## config.mk

```make
export PLATFORM = sky130hd
export DESIGN_NAME = fetch_queue
export DESIGN_NICKNAME = d
export VERILOG_FILES = /design/src/rtl/fetch_queue_pkg.sv /design/src/rtl/fetch_queue_ram.sv /design/src/rtl/fetch_queue.sv
export SDC_FILE = /design/constraint.sdc
export NUM_CORES = 1
export LEC_CHECK = 0
export ABC_AREA = 1
export CORE_MARGIN = 2
export CORE_UTILIZATION = 40
export CTS_BUF_LIST = sky130_fd_sc_hd__clkbuf_2 sky130_fd_sc_hd__clkbuf_4 sky130_fd_sc_hd__clkbuf_8
export CTS_CLUSTER_SIZE = 24
export DETAILED_ROUTE_END_ITERATION = 10
export PLACE_DENSITY = 0.7
export SYNTH_ARGS = -nofsm -noshare
export SYNTH_HDL_FRONTEND = slang
export SYNTH_SLANG_ARGS = --single-unit
```

## constraint.sdc

```tcl
create_clock -name clk -period 3.9 [get_ports clk]
set_clock_uncertainty 0.2 [all_clocks]
set_input_delay 0.39 -clock clk [delete_from_list [all_inputs] [get_ports clk]]
set_output_delay 0.39 -clock clk [all_outputs]
set_load 0.01 [all_outputs]
```

## src/rtl/fetch_queue_pkg.sv

```systemverilog
`default_nettype none
// ============================================================================
// Module : fetch_queue_pkg
// Brief  : Shared constants and helpers for the instruction prefetch queue.
// Rev    : 1.0
// ============================================================================
package fetch_queue_pkg;

  localparam int DEFAULT_DATA_W = 32;
  localparam logic [31:0] NOP_INSTR = 32'h00000000;

  function automatic int clog2(input int n);
    int w;
    w = 0;
    while ((1 << w) < n) w++;
    return w;
  endfunction

endpackage
`default_nettype wire

```

## src/rtl/fetch_queue_ram.sv

```systemverilog
`default_nettype none
// ============================================================================
// Module : fetch_queue_ram
// Brief  : Entry storage; synchronous write, asynchronous read, no reset.
// Rev    : 1.0
// ============================================================================
module fetch_queue_ram #(
  parameter int DEPTH = 4,
  parameter int PTR_W = 2,
  parameter int WIDTH = 64
) (
  input  logic             clk,
  input  logic             wrEn,
  input  logic [PTR_W-1:0] wrAddr,
  input  logic [WIDTH-1:0] wrData,
  input  logic [PTR_W-1:0] rdAddr,
  output logic [WIDTH-1:0] rdData
);

  logic [WIDTH-1:0] r_mem [DEPTH];

  always_ff @(posedge clk) begin
    if (wrEn) r_mem[wrAddr] <= wrData;
  end

  assign rdData = r_mem[rdAddr];

endmodule
`default_nettype wire

```

## src/rtl/fetch_queue.sv

```systemverilog
`default_nettype none
// ============================================================================
// Module : fetch_queue
// Brief  : Instruction prefetch FIFO between fetch and IF/ID, flushed on redirect.
// Rev    : 1.0
// ============================================================================
module fetch_queue
  import fetch_queue_pkg::*;
#(
  parameter int DEPTH  = 4,
  parameter int DATA_W = DEFAULT_DATA_W,
  localparam int PTR_W = clog2(DEPTH)
) (
  input  logic              clk,
  input  logic              reset,
  input  logic              in_valid,
  input  logic [DATA_W-1:0] in_pc4,
  input  logic [DATA_W-1:0] in_instr,
  output logic              in_ready,
  input  logic              out_pop,
  output logic              out_valid,
  output logic [DATA_W-1:0] out_pc4,
  output logic [DATA_W-1:0] out_instr,
  input  logic              flush,
  output logic [PTR_W:0]    count,
  output logic              full,
  output logic              empty
);

  localparam logic [PTR_W:0] C_DEPTH = (PTR_W+1)'(DEPTH);

  logic [PTR_W-1:0]    r_rdPtr;
  logic [PTR_W-1:0]    r_wrPtr;
  logic [PTR_W:0]      r_count;
  logic                w_push;
  logic                w_pop;
  logic [2*DATA_W-1:0] w_head;

  assign full     = (r_count == C_DEPTH);
  assign empty    = (r_count == '0);
  assign count    = r_count;
  assign in_ready = ~full;
  assign out_valid = ~empty;

  // Full blocks a push even when a pop frees a slot in the same cycle.
  assign w_push = in_valid & ~full;
  assign w_pop  = out_pop & ~empty;

  always_ff @(posedge clk or negedge reset) begin
    if (!reset) begin
      r_rdPtr <= '0;
      r_wrPtr <= '0;
      r_count <= '0;
    end else if (flush) begin
      r_rdPtr <= '0;
      r_wrPtr <= '0;
      r_count <= '0;
    end else begin
      if (w_push) r_wrPtr <= r_wrPtr + PTR_W'(1);
      if (w_pop)  r_rdPtr <= r_rdPtr + PTR_W'(1);
      case ({w_push, w_pop})
        2'b10:   r_count <= r_count + (PTR_W+1)'(1);
        2'b01:   r_count <= r_count - (PTR_W+1)'(1);
        default: r_count <= r_count;
      endcase
    end
  end

  fetch_queue_ram #(
    .DEPTH (DEPTH),
    .PTR_W (PTR_W),
    .WIDTH (2*DATA_W)
  ) u_ram (
    .clk    (clk),
    .wrEn   (w_push & ~flush),
    .wrAddr (r_wrPtr),
    .wrData ({in_pc4, in_instr}),
    .rdAddr (r_rdPtr),
    .rdData (w_head)
  );

  assign out_pc4   = empty ? '0 : w_head[2*DATA_W-1:DATA_W];
  assign out_instr = empty ? DATA_W'(NOP_INSTR) : w_head[DATA_W-1:0];

endmodule
`default_nettype wire

```

---- Word level (Yosys, flattened, before mapping) ----
Memory sizes are Yosys's and may differ from the RTL's.
Cells that the tools add are included.
storage, ports and cells
  register bits after elaboration ......... 7
  bits in latches ......................... 0
  RAM bits ................................ 256
  ROM bits ................................ 0
  bits of input ports ..................... 69
  logic and storage cells ................. 31
  memories kept ........................... 1
memories
  memory       words  bits a word  rd ports  clocked after memory_dff  wr ports  line                   text
  u_ram.r_mem  4      64           1         0                         1         fetch_queue_ram.sv:20  logic [WIDTH-1:0] r_mem [DEPTH];
operators by class
  $add $sub $neg .......................... 4
  multiply operators ...................... 0
  divide/modulo/power cells ............... 0
  magnitude comparators ................... 0
  equality and inequality tests ........... 3
  shifts and indexed selects .............. 0
  muxes and demuxes ....................... 10
  bitwise logic cells ..................... 6
  reductions and logical operators ........ 4
operators by type and width
  kind                                                                   count
  32-bit two-way mux                                                     2
  2-bit two-way mux                                                      4
  3-bit case mux with 2 select lines                                     1
  2-bit by 1-bit adder with 2-bit output, second input constant          2
  2-bit nonzero test                                                     2
  3-bit by 1-bit adder with 3-bit output, second input constant          1
  1-bit bitwise AND                                                      3
  3-bit equality test, second input constant                             1
  3-bit logical NOT                                                      1
  3-bit two-way mux                                                      1
  1-bit inverter                                                         3
  3-bit nonzero test                                                     1
  3-bit by 1-bit subtractor with 3-bit output, second input constant     1
  2-bit by 1-bit equality test with 1-bit output, second input constant  1
  2-bit equality test, second input constant                             1
  1-bit two-way mux                                                      2

---- Longest topological paths before layout ----
  depth in word-level cells ............... 6
  mapped depth ............................ 10
  mapped depth without buffers ............ 10

---- Modules after synthesis ----
From an unflattened synthesis, not the netlist that was laid out.
unflattened totals
  cell total of the unflattened synthesis .. 1202
  area, all modules ....................... 11766.3 µm²
by module, submodules not included
  module           instances  cells an instance  area an instance (µm²)
  fetch_queue_ram  1          1010               10761.6
  fetch_queue      1          192                1004.7

---- Least setup slack after synthesis ----
Ideal clock, no wire load.
  path type ............................... reg2reg
  start point ............................. register r_count[0], in the netlist count[0]
  end point ............................... memory u_ram.r_mem[0][0], enable pin
  setup time .............................. 0.486 ns
  arrival ................................. 3.589 ns
  required time ........................... 3.214 ns
  slack ................................... -0.375 ns
  stages on the path, launching flop included .. 5
  clock period less this slack ............ 4.275 ns
  path through ............................ dfrtp_1 > nor2_2 > a21oi_2 > nand2_1 > nor2_1
on the way
  word-level cells in the longest chain between the ends .. 6
ends and longest elaborated chain
  element                                  line                   text
  start: declaration                       fetch_queue.sv:34      logic [PTR_W:0] r_count;
  start signal: assignment                 fetch_queue.sv:62      2'b10: r_count <= r_count + (PTR_W+1)'(1);
  start signal: assignment                 fetch_queue.sv:63      2'b01: r_count <= r_count - (PTR_W+1)'(1);
  start signal: assignment                 fetch_queue.sv:64      default: r_count <= r_count;
  3-bit equality test                      fetch_queue.sv:39      assign full = (r_count == C_DEPTH);
  1-bit inverter                           fetch_queue.sv:46      assign w_push = in_valid & ~full;
  1-bit bitwise AND                        fetch_queue.sv:46
  1-bit bitwise AND                        fetch_queue.sv:75      .wrEn (w_push & ~flush),
  1-bit two-way mux                        fetch_queue_ram.sv:23  if (wrEn) r_mem[wrAddr] <= wrData;
  1-bit two-way mux (not written as such)  fetch_queue_ram.sv:23
  end: declaration                         fetch_queue_ram.sv:20
Every way passes these cells.

---- Worst setup path after layout ----
  start point ............................. register r_rdPtr[0]
  end point ............................... output out_pc4[17]
on the way
  word-level cells in the longest chain between the ends .. 2
ends and longest elaborated chain
  element                   line               text
  start: declaration        fetch_queue.sv:32  logic [PTR_W-1:0] r_rdPtr;
  start signal: assignment  fetch_queue.sv:60  if (w_pop) r_rdPtr <= r_rdPtr + PTR_W'(1);
  memory read 4 x 64 bit    --
  32-bit two-way mux        fetch_queue.sv:82  assign out_pc4 = empty ? '0 : w_head[2*DATA_W-1:DATA_W];
  end: declaration          fetch_queue.sv:22  output logic [DATA_W-1:0] out_pc4,
Every way passes these cells.

==> run metrics <==
most frequent CP cell=nor2_1; Crit Path Category=flip-flop to output port; clock-pin slew on the worst setup and hold paths=0.06 ns; Tightest Pin Transition=0.8525 ns; detailed placer's ending HPWL=12640 um; Synth top cells by count=262 x nor2_1, 256 x edfxtp_1, 128 x o21ai_0; Netlist Area Pre-Place=10370 um2; CP max stage cell=dfrtp_4; layout net count=1045; vias per cell=4.944; routed len/inst=17.13 um; Port-buffer cells=139; total gr overflow=0; crit path capture type=output port; CTS Buf Count=44; Core ar.=25330 um2; post-route ant nets=0; Cells after Synth=819; Tot Pwr=8.041 mW; top_reg_cell synth=edfxtp_1; Post-synth EDFFs=256; # setup viols final=0; First DRT Iteration DRCs=411; Leakage Power=4.392 nW; FF+latch count, synth=263; post_cts resized=0; Fin Setup TNS=0 ns; Hold Fails Final Rpt=0; fin. max-slew vios=0; Total GRT Usage=16.69%; FMAX=0.2899 GHz; Die ar.=27230 um2; Starting Density=40.94%; num rows=58; DRC Markers=0; most common cell in the synthesized netlist=nor2_1; Worst setup SP type=flip-flop; initial antenna violation count=1; post-synth top area share=74.14%; Yosys top cell by area=edfxtp_1; first-pass GRT wire length=34660 um; DR vias=6590; MaxCap Viol Count=0; Async SR Flop Fraction=2.662%; syn_nets=893; status=completed; worst hold path class=primary input to flip-flop; # IOs=140; CTS tree=yes; Final period util=88.45%; First-pass DRT Iterations=4; crit path max fanout=83; chip height=165 um; Top delay family on crit path=buffers and inverters; ranking of synthesized cells by area=edfxtp_1 74%, nor2_1 9.5%, o21ai_0 6.2%; Fillers=2148; post-synthesis average cell area=12.66 um2; CTS max path bufs=3; biggest cell delay along the critical path=0.78 ns; H-tree Lvls=2; worst path bufs/invs=2; CP required=3.31 ns; Layout Area Growth over Synthesis=24.66%; Cell Chain, Critical Path=buf_12 -> nor2_1 -> nor2_1 -> o21ai_0 -> a21oi_1 -> clkdlybuf4s50_1; Rel. slew slack=43.17%; final core utilization=51.04%; Die Wd=165 um; post-layout min period=3.449 ns; Distinct cells, synth=22; Sink Count=263; CP Data Arrival Time=2.86 ns; largest net degree at the start of global routing=84; P per Cell Area=622.1 nW/um2; Final GP Congestion=0.7847; Peak VDD IR=0.0003478 V; vias in the first global route=6547; postcts setup bufs=0; layout cell share with drive strength beyond 1=9.182%; Post-Route WL=22840 um; Worst-Skew Late Latency=0.52 ns; post-cts hold buffer count=1; Seq/Total Area, Yosys=75.83%; root buffer cell=clkbuf_8; Syn. warnings=0; RSZ-0062 raised after global routing=no
[cell families (layout without fill, tap and decap cells)]
| kind of cell | count (synthesis) | in the layout | share of synthesized area (%) |
|---|---|---|---|
| and+or+nand+nor | 287 | 287 | 10.52 |
| DFF | 263 | 263 | 75.83 |
| AOI/OAI and AO/OA | 200 | 200 | 9.714 |
| buffers and inverters | 63 | 246 | 3.174 |
| adders and majority gates | 5 | 5 | 0.6758 |
| xor gates and xnor gates | 1 | 1 | 0.08449 |
| other | 0 | 1 | 0 |
[final timing paths]
check                      slack (ns)          from  cells after the start            endpoint
setup / recovery                 0.45    r_rdPtr[0]                      6         out_pc4[17]
max in group asynchronous        2.73         reset                      2          r_rdPtr[0]
hold / removal                   0.30  in_instr[19]                      1  u_ram.r_mem[0][19]
setup reg to reg                 1.43      count[0]                      5  u_ram.r_mem[1][59]
min in group asynchronous        0.48         reset                      2          r_rdPtr[1]
hold reg to reg                  0.39      count[1]                      2            count[1]
[report_power, final]
group,switching [mW],internal [mW]
registers,0.0969,3.26
logic,1.35,1.10
clock network,1.01,1.22
total,2.46,5.58
[worst reg2reg max path, cell delays in order (launching register included)]
cell and delay [ns]:
dfrtp_1 0.45, nor2_2 0.09, a21oi_2 0.26, nand2_1 0.29
nor2_4 0.42, buf_12 0.38
[through the flow]
step	setup WS, ns	hold slack, ns	instance area, um2	std cells
after global routing	0.1897	0.2716	12930	1333
after floorplan	-0.3752	-0.1056	10370	819
after CTS	0.3645	0.2582	12920	1332
after global placement	1.011	0.3773	12110	1254
final	0.4506	0.2969	12930	1333
after detailed placement	0.9515	0.3794	12110	1254
[sequential cells by signal, indices dropped and copies added (netlist names)]
name / cells
count: 3
r_wrPtr: 2
r_rdPtr: 2
u_ram.r_mem: 256
[placed cells by master (no fill, tap or decap), types with 2 or more instances in the layout]
| cell | Yosys | layout |
|---|---|---|
| nor2_1 | 262 | 258 |
| edfxtp_1 | 256 | 256 |
| clkdlybuf4s50_1 | 0 | 139 |
| o21ai_0 | 128 | 128 |
| a21oi_1 | 67 | 67 |
| clkbuf_8 | 0 | 45 |
| nand2_1 | 17 | 17 |
| clkbuf_4 | 0 | 17 |
| clkinv_1 | 0 | 13 |
| inv_1 | 12 | 11 |
| buf_4 | 14 | 10 |
| nand3_1 | 5 | 5 |
| dfrtp_1 | 7 | 5 |
| buf_12 | 0 | 5 |
| nor2_4 | 0 | 4 |
| ha_1 | 4 | 4 |
| clkinv_2 | 0 | 3 |
| o21ai_1 | 3 | 3 |
| nand2_2 | 2 | 2 |
| inv_2 | 2 | 2 |
[per-layer routing]
| layer | wire length, um | part of all wire [%] | global-route usage (%) |
|---|---|---|---|
| met1 | 9763 | 43 | 20.57 |
| met2 | 11420 | 50 | 28.56 |
| met3 | 1110 | 4.9 | 3.867 |
| met4 | 544 | 2.4 | 6.443 |
| met5 | 0 | 0 | 0 |
[area by class of cell]
class / instances / area (um2) / share of cell area (%)
flip-flops and latches: 263 / 7868 / 60.87
multi-input cells: 493 / 2207 / 17.07
repair buffers: 155 / 1577 / 12.20
clock buffers: 62 / 747.0 / 5.779
well taps: 330 / 412.9 / 3.194
clock inverters: 15 / 58.81 / 0.4549
inverters: 14 / 53.80 / 0.4162
diodes: 1 / 2.502 / 0.01936
(Power assumes the default switching activity.)
==> patch: new RTL, same settings <==
Change the package constant `DEFAULT_DATA_W` from 32 to 64.
--- a/src/rtl/fetch_queue_pkg.sv
+++ b/src/rtl/fetch_queue_pkg.sv
@@ -7,5 +7,5 @@
 package fetch_queue_pkg;
 
-  localparam int DEFAULT_DATA_W = 32;
+  localparam int DEFAULT_DATA_W = 64;
   localparam logic [31:0] NOP_INSTR = 32'h00000000;
 
Interface: changed (resized in_instr, in_pc4, out_instr and out_pc4); port bits go from 140 to 268. The function was not compared with the original's and may differ.
==> patch against the unedited design <==
- setup slack lost 0.21 ns
- routed wire length is 110% higher
- combinational power grew 100%
- design area is 96% higher
- synthesized area grew 96%
- utilization fell by 0.39 points
- count of clock-buffer cells in the layout grew 61
- sequential cell count is 256 higher
- power up 100%
- clock power increased by 110%
- critical endpoint is now out_instr[4]
==> patch: results (changes against the unedited design) <==
- GRT Overall Usage: 0.1804 (was 0.1669)
- Placed Area: 23660 sq um (was 12110 sq um)
- First-pass GRT wire length: 73510 um (was 34660 um)
- Post-synth cell types: 25 (was 22)
- Syn nets: 1711 (was 893)
- Pre-antenna DRT Iters: 5 (was 4)
- ANT cells: 0 (was 1)
- PortBufs: 267 (was 139)
- Leakage: 8.485 nW (was 4.392 nW)
- Comb pwr share: 0.309 (was 0.305)
- Tcrit/Tclk final: 0.9376 (was 0.8845)
- H-tree depth: 3 (was 2)
- Vias: 13060 (was 6590)
- Status: finished, final reports clean (unchanged)
- Initial antenna violation count: 2 (was 1)
- Max stage delay on crit path: 0.61 ns (was 0.78 ns)
- Seq pwr: 6.51 mW (was 3.35 mW)
- Max reg flops: 512 (was 256)
- Crit path DAT: 3.07 ns (was 2.86 ns)
- Switch Pwr: 5.034 mW (was 2.459 mW)
- GP Congestion: 0.7676 (was 0.7847)
- Clk Latency, worst-skew pair: 0.67 ns (was 0.52 ns)
- CTS Buf Count: 87 (was 44)
- WL final: 47840 um (was 22840 um)
- Final nets: 1994 (was 1045)
- Relative slew slack: 0.5341 (was 0.4317)
- Logic power comb: 4.99 mW (was 2.45 mW)
[patch: cells by family after synthesis]
kind of cell             synth area share
XOR/XNOR                        0.0004318
AO/OA/AOI/OAI                     0.09701
flip-flops                         0.7665
adder cells (fa/ha/maj)          0.003454
buffers and inverters             0.03102
AND/OR/NAND/NOR                    0.1016
[patch: area by class of cell]
type	instances	area, sq um	share of cell area
Clock buffer	123	1468	0.05787
Clock inverter	32	219.0	0.008634
Inverter	14	65.06	0.002566
Multi-Input combinational cell	941	4139	0.1632
Sequential cell	519	15560	0.6135
Tap cell	672	840.8	0.03316
Timing Repair Buffer	293	3070	0.1211
[patch: what timing repair did]
action / CTS / global route
hold endpoints to repair: 7 / 0
resized for setup: 0 / 0
hold buffers: 1 / 0
setup endpoints to repair: 0 / 0
[patch: layer usage]
metal,GRT usage,routed length [um],up-vias
li1,-,-,6166
met1,0.2334,20450,6410
met2,0.2929,23070,408
met3,0.04631,3277,76
met4,0.06859,1017,4
met5,0,27,-
[patch: worst paths after layout]
kind	startpoint	endpoint	slack [ns]
min in group asynchronous	reset	count[0]$_DFFE_PN0P_	0.38
worst min register to register	count[0]$_DFFE_PN0P_	count[0]$_DFFE_PN0P_	0.40
worst min-delay path	in_instr[26]	u_ram.r_mem[1][26]$_DFFE_PP_	0.14
max in group asynchronous	reset	r_rdPtr[1]$_DFFE_PN0P_	2.79
worst max register to register	count[0]$_DFFE_PN0P_	u_ram.r_mem[1][10]$_DFFE_PP_	1.47
worst max-delay path	r_rdPtr[0]$_DFFE_PN0P_	out_instr[4]	0.24
[patch: critical path, delay by kind of cell, from the launching register on]
| family | cells | cell delay (ns) |
|---|---|---|
| compound gates | 2 | 0.41 |
| buf+inv | 3 | 1.41 |
| flops | 1 | 0.53 |
